==> config.mk <==
export PLATFORM = sky130hd
export DESIGN_NAME = motor_pwm_driver
export DESIGN_NICKNAME = d
export VERILOG_FILES = /design/src/rtl/motor_pkg.sv /design/src/rtl/pwm_gen.sv /design/src/rtl/motor_pwm_driver.sv
export SDC_FILE = /design/constraint.sdc
export NUM_CORES = 1
export LEC_CHECK = 0
export ABC_AREA = 1
export CAP_MARGIN = 20
export CELL_PAD_IN_SITES_DETAIL_PLACEMENT = 1
export CELL_PAD_IN_SITES_GLOBAL_PLACEMENT = 1
export CORE_AREA = 10 10 94 104
export CTS_CLUSTER_DIAMETER = 50
export CTS_CLUSTER_SIZE = 24
export DETAILED_ROUTE_END_ITERATION = 10
export DIE_AREA = 0 0 104 114
export PLACE_DENSITY_LB_ADDON = 0.15
export RECOVER_POWER = 25
export SLEW_MARGIN = 25
export SYNTH_ARGS = -nofsm -noshare
export SYNTH_HDL_FRONTEND = slang
export SYNTH_SLANG_ARGS = --single-unit
==> constraint.sdc <==
create_clock -name clk100 -period 8.2 [get_ports clk100]
set_input_delay 2.05 -clock clk100 [delete_from_list [all_inputs] [get_ports clk100]]
set_output_delay 2.05 -clock clk100 [all_outputs]
set_load 0.02 [all_outputs]
==> src/rtl/motor_pkg.sv <==
// Shared types and constants for the H-bridge motor driver.
package motor_pkg;

    typedef enum logic [1:0] {
        RUN,
        RAMP_DOWN,
        DEAD
    } state_e;

    localparam logic [3:0] MAX_LEVEL = 4'd9;
    localparam logic       DIR_R     = 1'b1;
    localparam logic       DIR_L     = 1'b0;

    function automatic logic [3:0] clamp_level(input logic [3:0] v);
        return (v > MAX_LEVEL) ? MAX_LEVEL : v;
    endfunction

    function automatic logic [3:0] step_toward(input logic [3:0] cur, input logic [3:0] goal);
        if (cur < goal) begin
            return cur + 4'd1;
        end else if (cur > goal) begin
            return cur - 4'd1;
        end
        return cur;
    endfunction

endpackage

==> src/rtl/pwm_gen.sv <==
// PWM generator: period of 9*STEP cycles, duty = level*STEP, new duty taken only at period start.
module pwm_gen
    import motor_pkg::*;
#(
    parameter int STEP = 556
) (
    input  logic       clk100,
    input  logic       reset,
    input  logic [3:0] level,
    output logic       pwm
);
    localparam int PERIOD = int'(MAX_LEVEL) * STEP;
    localparam int CW     = $clog2(PERIOD + 1);

    logic [CW-1:0] pcnt_q, pcnt_d;
    logic [CW-1:0] duty_q;
    logic [CW-1:0] duty_now;
    logic          period_start;

    assign period_start = (pcnt_q == '0);
    assign duty_now     = CW'(level) * CW'(STEP);
    assign pcnt_d       = (pcnt_q == CW'(PERIOD - 1)) ? '0 : pcnt_q + CW'(1);

    always_ff @(posedge clk100 or posedge reset) begin
        if (reset) begin
            pcnt_q <= '0;
            duty_q <= '0;
        end else begin
            pcnt_q <= pcnt_d;
            if (period_start) begin
                duty_q <= duty_now;
            end
        end
    end

    // The first cycle of a period already uses the freshly latched duty, so 0 and full scale never glitch.
    assign pwm = pcnt_q < (period_start ? duty_now : duty_q);

endmodule

==> src/rtl/motor_pwm_driver.sv <==
// H-bridge driver: ramps duty toward the commanded speed and reverses via ramp-down and dead time.
// Define SOFT_RAMP_EN for one-level steps every RAMP_TICKS; otherwise the level jumps to its goal.
module motor_pwm_driver
    import motor_pkg::*;
#(
    parameter int STEP       = 556,
    parameter int RAMP_TICKS = 5_000_000,
    parameter int DEAD_TICKS = 1_000_000
) (
    input  logic       clk100,
    input  logic       reset,
    input  logic [3:0] speed,
    input  logic       turn,
    output logic       pwm_ena,
    output logic       in1,
    output logic       in2,
    output logic [3:0] level,
    output logic       busy
);
    localparam int RW = (RAMP_TICKS > 1) ? $clog2(RAMP_TICKS) : 1;
    localparam int DW = (DEAD_TICKS > 1) ? $clog2(DEAD_TICKS) : 1;

    state_e        state_q, state_d;
    logic          dir_q, dir_d;
    logic [3:0]    level_q, level_d;
    logic [3:0]    target_q;
    logic [RW-1:0] rcnt_q, rcnt_d;
    logic [DW-1:0] dcnt_q, dcnt_d;
    logic          ramp_wrap;
    logic          pwm_raw;
    logic          coast;

    assign ramp_wrap = (rcnt_q == RW'(RAMP_TICKS - 1));

    always_ff @(posedge clk100 or posedge reset) begin
        if (reset) begin
            state_q  <= RUN;
            dir_q    <= DIR_R;
            level_q  <= '0;
            target_q <= '0;
            rcnt_q   <= '0;
            dcnt_q   <= '0;
        end else begin
            state_q  <= state_d;
            dir_q    <= dir_d;
            level_q  <= level_d;
            target_q <= clamp_level(speed);
            rcnt_q   <= rcnt_d;
            dcnt_q   <= dcnt_d;
        end
    end

    always_comb begin
        state_d = state_q;
        dir_d   = dir_q;
        level_d = level_q;
        dcnt_d  = dcnt_q;
        rcnt_d  = ramp_wrap ? '0 : rcnt_q + RW'(1);
        case (state_q)
            RUN: begin
                if (turn != dir_q) begin
                    state_d = RAMP_DOWN;
                end else begin
`ifdef SOFT_RAMP_EN
                    if (ramp_wrap) begin
                        level_d = step_toward(level_q, target_q);
                    end
`else
                    level_d = target_q;
`endif
                end
            end
            RAMP_DOWN: begin
                // Turn restored before reaching zero: resume at the current level.
                if (turn == dir_q) begin
                    state_d = RUN;
`ifdef SOFT_RAMP_EN
                end else if (level_q == '0) begin
                    state_d = DEAD;
                    dcnt_d  = '0;
                    rcnt_d  = '0;
                end else if (ramp_wrap) begin
                    level_d = level_q - 4'd1;
                end
`else
                end else begin
                    state_d = DEAD;
                    level_d = '0;
                    dcnt_d  = '0;
                    rcnt_d  = '0;
                end
`endif
            end
            DEAD: begin
                rcnt_d = '0;
                if (dcnt_q == DW'(DEAD_TICKS - 1)) begin
                    dir_d   = turn;
                    state_d = RUN;
                end else begin
                    dcnt_d = dcnt_q + DW'(1);
                end
            end
            default: state_d = RUN;
        endcase
    end

    pwm_gen #(
        .STEP(STEP)
    ) u_pwm (
        .clk100(clk100),
        .reset (reset),
        .level (level_q),
        .pwm   (pwm_raw)
    );

    // Reset forces coast combinationally so the bridge releases without waiting for a clock.
    assign coast   = reset | (state_q == DEAD);
    assign in1     = ~coast & dir_q;
    assign in2     = ~coast & ~dir_q;
    assign pwm_ena = ~coast & pwm_raw;
    assign level   = level_q;
    assign busy    = (state_q != RUN) | (level_q != target_q);

endmodule
Word-level counts from Yosys, hierarchy flattened
Cells that the tools add are included.
- output and inout bits: 8
- bits in registers: 57
- word-level logic and storage cells: 53
- bits of input ports: 7
- multipliers: 1
- bitwise logic cells: 7
- mux-type cells: 13
- reduce and logical (&&, ||, !) cells: 9
- equality and inequality tests: 12
- $add $sub $neg: 2
- $lt $le $gt $ge: 2
- operators with widths (operator ; number):
    $mux W20 ; 2
    $pmux W20 S2 ; 1
    $mux W13 ; 2
    $add A20 B1 Y20 const B ; 1
    $eq A20 B20 Y1 const B ; 1
    $add A13 B1 Y13 const B ; 1
    $eq A13 B13 Y1 const B ; 1
    $logic_not A13 Y1 ; 1
    $lt A13 B13 Y1 ; 1
    $mux W4 ; 3
    $mul A4 B8 Y11 const B ; 1
    $ne A2 B2 Y1 const B ; 5
    $pmux W4 S2 ; 1
    $mux W2 ; 3
    $pmux W2 S3 ; 1
    $reduce_and A3 Y1 ; 2
    $reduce_bool A2 Y1 ; 3
    $gt A4 B4 Y1 const B ; 1
    $ne A4 B4 Y1 ; 1
    $reduce_and A2 Y1 ; 2
    $and A1 B1 Y1 ; 3
    $eq A2 B1 Y1 const B ; 1
    $eq A2 B2 Y1 const B ; 1
    $logic_not A2 Y1 ; 1
    4 further kinds ; 6

Logic depth before layout (Yosys ltp)
Gate-level depths: netlist of the first run.
- depth in word-level cells: 4
- mapped depth: 18
- depth with buffers taken out: 18

Modules after synthesis
Synthesis of the first run repeated with hierarchy kept, for this count alone.
- cell total of the unflattened synthesis: 474
- area total of the unflattened synthesis: 3718.6 µm²
- by module, submodules not included (module ; cells an instance ; sequential area each (µm²) ; times used ; area each (µm²)):
    pwm_gen ; 248 ; 650.6 ; 1 ; 2008.2
    motor_pwm_driver ; 226 ; 777.0 ; 1 ; 1710.4

Worst setup path before layout of the first run
Ideal clock, no wire load.
- path kind: register to output
- start point: register level_q[2] (netlist: level[2])
- end point: output port pwm_ena
- path buffers: 0
- arrival: 3.074 ns
- data required time: 6.150 ns
- slack: 3.076 ns
- cell stages (with the launch flop): 17
- cell sequence: dfrtp_1 ha_1 fa_1 ha_1 nand3_1 nand2_1 nand2_1 o21ai_0 xor2_1 nand2_1 nand2_1 inv_1 ha_1 nand2_1 o21bai_1 nand4_1 a21oi_1
- cells in the longest elaborated chain, start to end: 4
- ends and longest elaborated chain (element ; RTL line ; source):
    start, declared ; motor_pwm_driver.sv:25 ; logic [3:0] level_q, level_d;
    start signal, assigned ; motor_pwm_driver.sv:46 ; level_q <= level_d;
    $mul A4 B8 Y11 ; pwm_gen.sv:21 ; assign duty_now = CW'(level) * CW'(STEP);
    $mux W13 ; pwm_gen.sv:37 ; assign pwm = pcnt_q < (period_start ? duty_now : duty_q);
    $lt A13 B13 Y1 ; pwm_gen.sv:37 ;
    $and A1 B1 Y1 ; motor_pwm_driver.sv:120 ; assign pwm_ena = ~coast & pwm_raw;
    end, declared ; motor_pwm_driver.sv:14 ; output logic pwm_ena,
No other way between the ends.

Worst setup path in the final report of the first run
Ends and elaborated chain as after synthesis.

==> summary.md, run 1 <==
| Metric | Value |
|---|---|
| Largest net degree at the start of global routing | `31` |
| DRC | `0` |
| Gp weighted congestion | `0.8327` |
| Num CTS Buffers | `9` |
| EDFF count, synth | `0` |
| Fin crit period | `~6.2 ns` |
| WP data arrival | `between 4 and 5 ns` |
| Worst-path clk slew | `roughly 0.07 ns` |
| Ys async rst share | `100.0%` |
| Synth Area in Adders | `about 9.9%` |
| Cell accounting for the most synthesized area | `dfrtp_1` |
| Buf/Inv on CP | `1` |
| CP max stage cell | `clkdlybuf4s50_1` |
| CP Class | `reg2out` |
| Die ar. | `~0.012 mm^2` |
| Netlist cell types | `30` |
| Final setup viols | `0` |
| R2r setup slk | `5.60 ns` |
| Iter 0 DRT Violations | `69` |
| Post-DP HPWL | `between 7 and 8 mm` |
| I/O pin cnt | `15` |
| I/O Buffers | `14` |
| Synth cell count leaders | `119 x nand2_1, 67 x inv_1, 64 x nor2_1` |
| Final WS setup | `~2.0 ns` |
| Delay-heaviest family, CP | `adder cells` |
| Clk_skew | `roughly 0.0094 ns` |
| Synth top area share | `approximately two fifths` |
| Count leader, synth | `nand2_1` |
| PD cells | `approximately 240 mW/mm^2` |
| Seq/Total Area, Yosys | `~39%` |
| CP endpoint kind | `primary output` |
| Most used DFF post-synth | `dfrtp_1` |
| Final hold violation count | `0` |
| Grt total ovfl | `0` |
| Antenna Cells | `0` |
| Vias | `roughly 3200` |
| Max clock buf depth | `2` |
| Die H | `~110 um` |
| Fin area | `0.004083 mm^2` |
| R2r endpoint | `u_pwm.duty_q[9]` |
| Initial core utilization | `~47%` |
| WL final | `9.537 mm` |
| Max Freq | `162.2 MHz` |
| Mean area per synthesized cell | `about 7.5 um^2` |
| Critical Path RT | `6.15 ns` |
| Clk Latency, worst-skew pair | `around 0.34 ns` |
| Reg2Reg Launch Point | `level[2]` |
| Worst-path cell chain | `ha_1 > fa_1 > ha_1 > nand3_1 > o21ai_0 > xor2_1 > o21ai_0 > ha_1 > nand2_1 > nor2_1 > nand2_1 > nand4_1 > a21oi_1 > clkdlybuf4s50_1` |
| Total track usage | `between 10% and 20%` |
| TritonCTS Sinks | `57` |
| Worst VDD drop | `approximately 0.00014 V` |
| Fill count | `about 1000` |
| Crit path from | `level[2]` |
| Hold WS | `about 0.47 ns` |
| Placed Area | `a little under 0.004 mm^2` |
| Slew @ Worst Pin | `~1.2 ns` |
| CP startpoint kind | `flop` |
| Post-CTS Setup Inserts | `0` |
| Initial DRT Pass Iterations | `4` |
| Cell count after placement | `~600` |
| CP dominant cell by count | `ha_1` |
| Post-CTS Hold Buffers | `0` |
| Layout area overhead | `12.44%` |
| Core Region | `0.007742 mm^2` |
| Mapped Area | `between 0.003 and 0.004 mm^2` |
| Vias/cell | `5.181` |
| R2r worst-path depth | `8` |
| Vias in the first global route | `around 3500` |
| Setup TNS | `0 ns` |
| Synth Area in Simple Gates | `between 30% and 40%` |
| Fin crit share | `approximately three quarters` |
| Max_slew headroom | `between 20% and 30%` |
| Routed len/inst | `around 15 um` |
| Final std cells w/o fill | `619` |
| Post-synthesis xor/xnor area fraction | `under 10%` |
| Slowest stage delay, CP | `0.64 ns` |
| Leak | `around 2.0 nW` |
| Root Driver | `clkbuf_8` |
| Post-placement worst setup slack | `2.367 ns` |
| Main combinational cell family by area after synthesis | `simple AND/OR/NAND/NOR gates` |
| Post-route ant nets | `0` |
| H-tree levels | `3` |
| First-pass GRT wire length | `16.73 mm` |
| CP Max Fanout | `9` |
| Syn Nets | `521` |
| Nets | `around 540` |
| Largest cells by area after synthesis | `dfrtp_1 39%, nand2_1 12%, ha_1 9.3%, inv_1 6.9%, nor2_1 6.6%` |
| Mux cell area share after synthesis | `0%` |
| Std cell rows | `34` |
| Worst setup path end | `pwm_ena` |
| Max Slew Vio Count | `0` |
| Status | `completed` |
| Hold WC Path Type | `reg2reg` |
| Initial antenna violation count | `0` |
| Post-synthesis compound-gate area fraction | `between 7 and 8%` |
| RSZ-0062 raised after global routing | `false` |
| Post-cts gate resize count | `0` |
| Die Wd | `around 100 um` |
| Proportion of layout cells with a drive suffix above 1 | `roughly 5.5%` |
| Levels on crit path | `14` |
| Max-Cap Viols | `0` |
| CTS tree | `done` |
| Number of synthesized register bits | `57` |
| Synth warnings | `0` |
| Post-Syn Instances | `486` |
cells in the final DEF (no fill, tap or decap), types with 2 or more instances in the layout:
cell and n:
nand2_1 120, inv_1 67, nor2_1 64, dfrtp_1 56, nand3_1 41, o21ai_0 30
ha_1 27, xor2_1 16, clkbuf_8 11, clkdlybuf4s50_1 11, nor3_1 10, a21oi_1 10
xnor2_1 7, or2_2 6, nand4_1 6, nor4_1 3, dlygate4sd3_1 3, o21ai_2 2
o21bai_1 2, nand3b_1 2, o21a_1 2, clkinv_2 2, buf_4 2
worst min path at each step:
| stage | start | to | slack [ns] | depth (start not counted) |
|---|---|---|---|---|
| 2_1_floorplan | u_pwm.duty_q[1] | u_pwm.duty_q[1] | 0.44 | 2 |
| 3_3_place_gp | u_pwm.duty_q[1] | u_pwm.duty_q[1] | 0.45 | 2 |
| 3_5_place_dp | u_pwm.duty_q[1] | u_pwm.duty_q[1] | 0.47 | 2 |
| 4_1_cts | u_pwm.duty_q[1] | u_pwm.duty_q[1] | 0.48 | 2 |
| 5_1_grt | u_pwm.duty_q[10] | u_pwm.duty_q[10] | 0.51 | 2 |
| 6_report | u_pwm.duty_q[1] | u_pwm.duty_q[1] | 0.47 | 2 |
stage by stage:
stage	utilization [%]	power [mW]
global placement	50.24	0.7103
CTS	52.76	1.008
global route	52.73	1.072
finish	52.73	0.9975
detailed placement	50.24	0.7354
floorplan	-	0.6143
per-layer routing:
layer / GRT usage [%] / up-vias / wire length (um)
li1: - / 1588 / -
met1: 18.95 / 1563 / 3929
met2: 32.23 / 38 / 5180
met3: 3.158 / 18 / 231
met4: 5.292 / 0 / 196
met5: 0 / - / 0
registers in the layout, indices dropped and copies added, names as in the netlist:
register      cells
dcnt_q           20
u_pwm.duty_q     13
target_q          4
u_pwm.pcnt_q     13
state_q           2
dir_q             1
level             4
layout make-up:
type	instances	area (um^2)	area share, %
Clock buffer	12	155.1	3.800
Clock inverter	3	40.04	0.9807
Inverter	68	255.2	6.252
Multi-Input combinational cell	355	1914	46.89
Sequential cell	57	1428	34.97
Tap cell	108	135.1	3.310
Timing Repair Buffer	16	155.1	3.800
tightest hold or removal path, delay by kind of cell (launching register included):
| kind | cells | cell delay [ns] |
|---|---|---|
| buffers and inverters | 1 | 0.05 |
| and+or+nand+nor | 1 | 0.07 |
| DFF | 1 | 0.32 |
logic make-up (layout without fill, tap and decap cells):
| kind of cell | after synthesis | after routing |
|---|---|---|
| adders and majority gates | 28 | 28 |
| and+or+nand+nor | 257 | 257 |
| xor gates and xnor gates | 23 | 23 |
| buffers and inverters | 74 | 99 |
| AOI/OAI and AO/OA | 47 | 47 |
| DFF | 57 | 57 |
report_power, final:
part	switching [mW]	leakage [nW]	total (mW)	internal (mW)
Combinational	0.207	1.17	0.336	0.129
Sequential	0.0688	0.737	0.393	0.324
Clock	0.115	0.102	0.269	0.154
Total	0.390	2.01	0.998	0.607
Power figures use the tool's default switching activity.
==> run 2: changes to the inputs <==
CORE_AREA = 10 10 97 108   (was 10 10 94 104)
DIE_AREA = 0 0 107 118   (was 0 0 104 114)
clock period = 6 ns   (was 8.2 ns; I/O delays follow)
==> summary.md, run 2 (synthesis gave the netlist of run 1 again) <==
| Metric | Value |
|---|---|
| Final setup viols | `0` |
| Regs by FF count | `dcnt_q (20), u_pwm.duty_q (13), u_pwm.pcnt_q (13)` |
| Switching Share | `a little under two fifths` |
| Post-cts gate resize count | `0` |
| Int Pwr | `about 0.93 mW` |
| Worst-path clk slew | `around 0.070 ns` |
| Grt total ovfl | `0` |
| Crit path from | `level[2]` |
| Iter 0 DRT Violations | `120` |
| Most frequent cells in the layout | `120 x nand2_1, 67 x inv_1, 64 x nor2_1` |
| CP endpoint kind | `primary output` |
| Max clock buf depth | `2` |
| Clk Latency, worst-skew pair | `~0.35 ns` |
| Share of total power in sequential cells | `between 30% and 40%` |
| Max reg flops | `20` |
| Antenna Cells | `0` |
| Vias/cell | `5.075` |
| Initial DRT Pass Iterations | `4` |
| CTS tree | `done` |
| Core Util, Final | `50.46%` |
| CP Class | `reg2out` |
| I/O Buffers | `14` |
| Nets | `about 540` |
| Vias in the first global route | `~3500` |
| WP data arrival | `about 4.2 ns` |
| Layout area overhead | `14.40%` |
| TritonCTS Sinks | `57` |
| Post-CTS Setup Inserts | `0` |
| Leak | `about 2.0 nW` |
| Most common cell after layout, fill and taps aside | `nand2_1` |
| Post-route ant nets | `0` |
| Die H | `between 100 and 150 um` |
| Clk_skew | `about 0.0099 ns` |
| Max_slew headroom | `between 20% and 30%` |
| Num CTS Buffers | `9` |
| Initial core utilization | `44.10%` |
| Slew @ Worst Pin | `approximately 1.1 ns` |
| I/O pin cnt | `15` |
| Critical Path RT | `4.50 ns` |
| Max Slew Vio Count | `0` |
| Total track usage | `between 15 and 20%` |
| Top reg by flops | `dcnt_q` |
| PD cells | `approximately 350 mW/mm^2` |
| Final hold violation count | `0` |
| Reg2Reg Launch Point | `level[2]` |
| Proportion of layout cells with a drive suffix above 1 | `5.859%` |
| CP Max Fanout | `9` |
| R2r setup slk | `around 3.5 ns` |
| Initial antenna violation count | `0` |
| Setup TNS | `0 ns` |
| H-tree levels | `3` |
| Post-CTS Hold Buffers | `0` |
| Post-DP HPWL | `between 7 and 8 mm` |
| Die Wd | `between 100 and 150 um` |
| Clock power frac | `roughly 33%` |
| RSZ-0062 raised after global routing | `false` |
| Fin crit share | `between 90% and 100%` |
| Std cell rows | `35` |
| Status | `completed` |
| Core Region | `0.008233 mm^2` |
| Worst VDD drop | `around 0.00023 V` |
| Max-Cap Viols | `0` |
| Vias | `between 3000 and 4000` |
| Psw | `between 0.5 and 0.6 mW` |
| Root Driver | `clkbuf_8` |
| Die ar. | `0.01263 mm^2` |
| DRC | `0` |
| CP startpoint kind | `flop` |
| Gp weighted congestion | `0.8348` |
| Routed len/inst | `~15 um` |
| First-pass GRT wire length | `between 15 and 20 mm` |
| WL final | `~9.4 mm` |
| Overall power | `between 1 and 1.5 mW` |
| Comb pwr share | `around 31%` |
| Max Freq | `177.1 MHz` |
| Hold path start | `u_pwm.duty_q[1]` |
| Hold WC Path Type | `reg2reg` |
| Largest net degree at the start of global routing | `48` |
| Fin crit period | `around 5.6 ns` |
## run 2: routing by layer
metal	up-vias	track usage [%]	part of all wire [%]
li1	1594	-	-
met1	1532	18.57	44
met2	19	27.95	52
met3	17	2.574	1.8
met4	0	7.627	2.4
met5	-	0	0
## run 2: final cells by class
cell class | count | area (um^2)
timing repair buffer | 16 | 155.1
inverter | 68 | 255.2
fill | 1091 | 4079
clock buffer | 12 | 165.2
sequential | 57 | 1428
multi-input combinational | 355 | 1914
clock inverter | 4 | 97.59
tap | 111 | 138.9
## run 2: worst paths after layout
kind / depth (start not counted) / endpoint
max: 17 / pwm_ena
min: 2 / u_pwm.duty_q[1]
max reg2reg: 8 / u_pwm.duty_q[7]
min reg2reg: 2 / u_pwm.duty_q[1]
max in group asynchronous: 3 / u_pwm.duty_q[4]
min in group asynchronous: 2 / dcnt_q[18]
## run 2: power by group through the flow
stage | sequential (mW) | clock (mW) | combinational [mW]
detailed placement | 0.542 | 0 | 0.461
global route | 0.551 | 0.502 | 0.519
global placement | 0.538 | 0 | 0.442
finish | 0.535 | 0.480 | 0.454
CTS | 0.535 | 0.488 | 0.464
floorplan | 0.521 | 0 | 0.318
## run 2: metrics by stage
step | area (um^2) | setup slack, ns | hold WS [ns] | instances
6_report | 4154 | 0.3536 | 0.4767 | 623
5_1_grt | 4154 | 0.1030 | 0.5009 | 623
4_1_cts | 4163 | 0.3336 | 0.4808 | 623
3_5_place_dp | 3900 | 0.7581 | 0.4625 | 607
3_3_place_gp | 3894 | 0.9349 | 0.4501 | 607
2_1_floorplan | 3631 | 1.426 | 0.4359 | 486
## run 2: critical path: stages, from the launching register on
cell and delay (ns):
dfrtp_1 0.51, ha_1 0.38, fa_1 0.40, ha_1 0.33, nand3_1 0.11, nand2_1 0.12
nand2_1 0.07, o21ai_0 0.11, xor2_1 0.19, nand2_1 0.07, nand2_1 0.07, inv_1 0.04
ha_1 0.26, nand2_1 0.11, o21bai_1 0.13, nand4_1 0.11, a21oi_1 0.13, clkdlybuf4s50_1 0.63
==> run 3: changes to the inputs <==
ABC_CLOCK_PERIOD_IN_PS = 6000   (was default)
SLEW_MARGIN = 20   (was 25)
==> summary.md, run 3 (synthesis gave the netlist of run 1 again) <==
| Metric | Value |
|---|---|
| I/O Buffers | `14` |
| Core Region | `between 0.008 and 0.009 mm^2` |
| H-tree levels | `3` |
| Final WS setup | `around 0.34 ns` |
| Initial DRT Pass Iterations | `4` |
| GR peak layer | `met2` |
| Max-Cap Viols | `0` |
| Regs by FF count | `dcnt_q (20), u_pwm.duty_q (13), u_pwm.pcnt_q (13)` |
| Max_slew headroom | `58.12%` |
| Met1 Usage GRT | `a little under a fifth` |
| Worst VDD drop | `around 0.00023 V` |
| Final setup viols | `0` |
| CP Class | `reg2out` |
| Met3 Usage GRT | `under 10%` |
| Cell count after placement | `about 600` |
| Root Driver | `clkbuf_8` |
| I/O pin cnt | `15` |
| Vias in the first global route | `roughly 3500` |
| WL final | `between 9 and 10 mm` |
| DRC | `0` |
| Die ar. | `between 0.01 and 0.015 mm^2` |
| Final hold violation count | `0` |
| Total track usage | `about 16%` |
| Hold path start | `u_pwm.duty_q[1]` |
| Routed len/inst | `about 15 um` |
| Reg2Reg Launch Point | `level[2]` |
| CP endpoint kind | `primary output` |
| Post-CTS Setup Inserts | `0` |
| Post-placement worst setup slack | `around 0.76 ns` |
| Die H | `118 um` |
| R2r setup slk | `around 3.5 ns` |
| Max reg flops | `20` |
| Iter 0 DRT Violations | `81` |
| Worst-path clk slew | `approximately 0.070 ns` |
| Nets | `roughly 540` |
| Die Wd | `around 110 um` |
| Top reg by flops | `dcnt_q` |
| Slew @ Worst Pin | `0.6281 ns` |
| Post-DP HPWL | `~7.1 mm` |
| CTS tree | `done` |
| First-pass GRT wire length | `around 17 mm` |
| WP data arrival | `between 4 and 5 ns` |
| R2r endpoint | `u_pwm.duty_q[9]` |
| RSZ-0062 raised after global routing | `false` |
| GR met2 Demand/Resource | `just under 30%` |
| Leak | `between 2 and 2.5 nW` |
| Setup TNS | `0 ns` |
| Post-CTS Hold Buffers | `0` |
| Largest net degree at the start of global routing | `48` |
| Fin crit period | `~5.7 ns` |
| Vias/cell | `~5.1` |
| Post-route ant nets | `0` |
| Proportion of layout cells with a drive suffix above 1 | `between 5 and 6%` |
| Clk Latency, worst-skew pair | `approximately 0.35 ns` |
| Initial antenna violation count | `0` |
| R2r worst-path depth | `8` |
| Vias | `~3200` |
| Hold WS | `approximately 0.48 ns` |
| Critical Path RT | `between 4 and 5 ns` |
| Grt total ovfl | `0` |
| Most common cell after layout, fill and taps aside | `nand2_1` |
| Layout area overhead | `13.61%` |
| Initial core utilization | `approximately 44%` |
| CP Max Fanout | `9` |
| Max clock buf depth | `2` |
| Status | `completed` |
| CP startpoint kind | `flop` |
| TritonCTS Sinks | `57` |
| Max Slew Vio Count | `0` |
| Gp weighted congestion | `~0.83` |
| Antenna Cells | `0` |
| Clk_skew | `0.005547 ns` |
| Post-cts gate resize count | `0` |
| Final std cells w/o fill | `about 620` |
| Hold WC Path Type | `reg2reg` |
| Hold Path Sink | `u_pwm.duty_q[1]` |
| Core Util, Final | `about 50%` |
| Std cell rows | `35` |
| Fin crit share | `94.27%` |
| Num CTS Buffers | `9` |
| PD cells | `~340 mW/mm^2` |
| Most frequent cells in the layout | `120 x nand2_1, 67 x inv_1, 64 x nor2_1` |
| Max Freq | `around 180 MHz` |
| Hold Path Stages | `2` |
run 3: changes by cell type in the layout (fill, tap and decap cells not counted), sizes merged:
cell | previous run | this run
bufinv | 3 | 2
clkbuf | 12 | 13
clkinvlp | 1 | 2
run 3: worst max-delay path by stage:
stage                         from      end  slack, ns
after global placement    level[2]  pwm_ena       0.93
after detailed placement  level[2]  pwm_ena       0.76
after floorplan           level[2]  pwm_ena       1.43
final                     level[2]  pwm_ena       0.34
after global routing      level[2]  pwm_ena       0.08
after CTS                 level[2]  pwm_ena       0.31
run 3: power breakdown:
part | leakage (nW) | internal [mW] | switching [mW]
logic | 1.17 | 0.176 | 0.279
clock network | 0.109 | 0.257 | 0.173
registers | 0.737 | 0.443 | 0.0926
run 3: per-stage QoR:
step                area [um^2]  total power, mW
floorplan                  3631           0.8395
global placement           3894           0.9794
detailed placement         3894            1.006
CTS                        4124            1.441
global route               4125            1.522
finish                     4125            1.420
run 3: cell type report:
type / count / area, um^2
well taps: 111 / 138.9
inverters: 68 / 255.2
repair buffers: 17 / 158.9
clock inverters: 4 / 75.07
clock buffers: 12 / 155.1
multi-input cells: 355 / 1914
flip-flops and latches: 57 / 1428
fillers: 1086 / 4108
run 3: per-layer routing:
layer  routed length, um  part of all wire, %
met1                4054                   42
met2                5159                   54
met3                 151                  1.6
met4                 174                  1.8
met5                   0                    0
run 3: critical path: stages (launching register included):
cell and delay, ns:
dfrtp_1 0.51, ha_1 0.38, fa_1 0.55, ha_1 0.20, nand3_1 0.08, nand2_1 0.14, nand2_1 0.11, nand2_1 0.09
nand3_1 0.07, nand2_1 0.10, nand2_1 0.06, o21ai_0 0.09, ha_1 0.28, nand2_1 0.12, o21bai_1 0.13, nand4_1 0.11
a21oi_1 0.14, clkdlybuf4s50_1 0.64
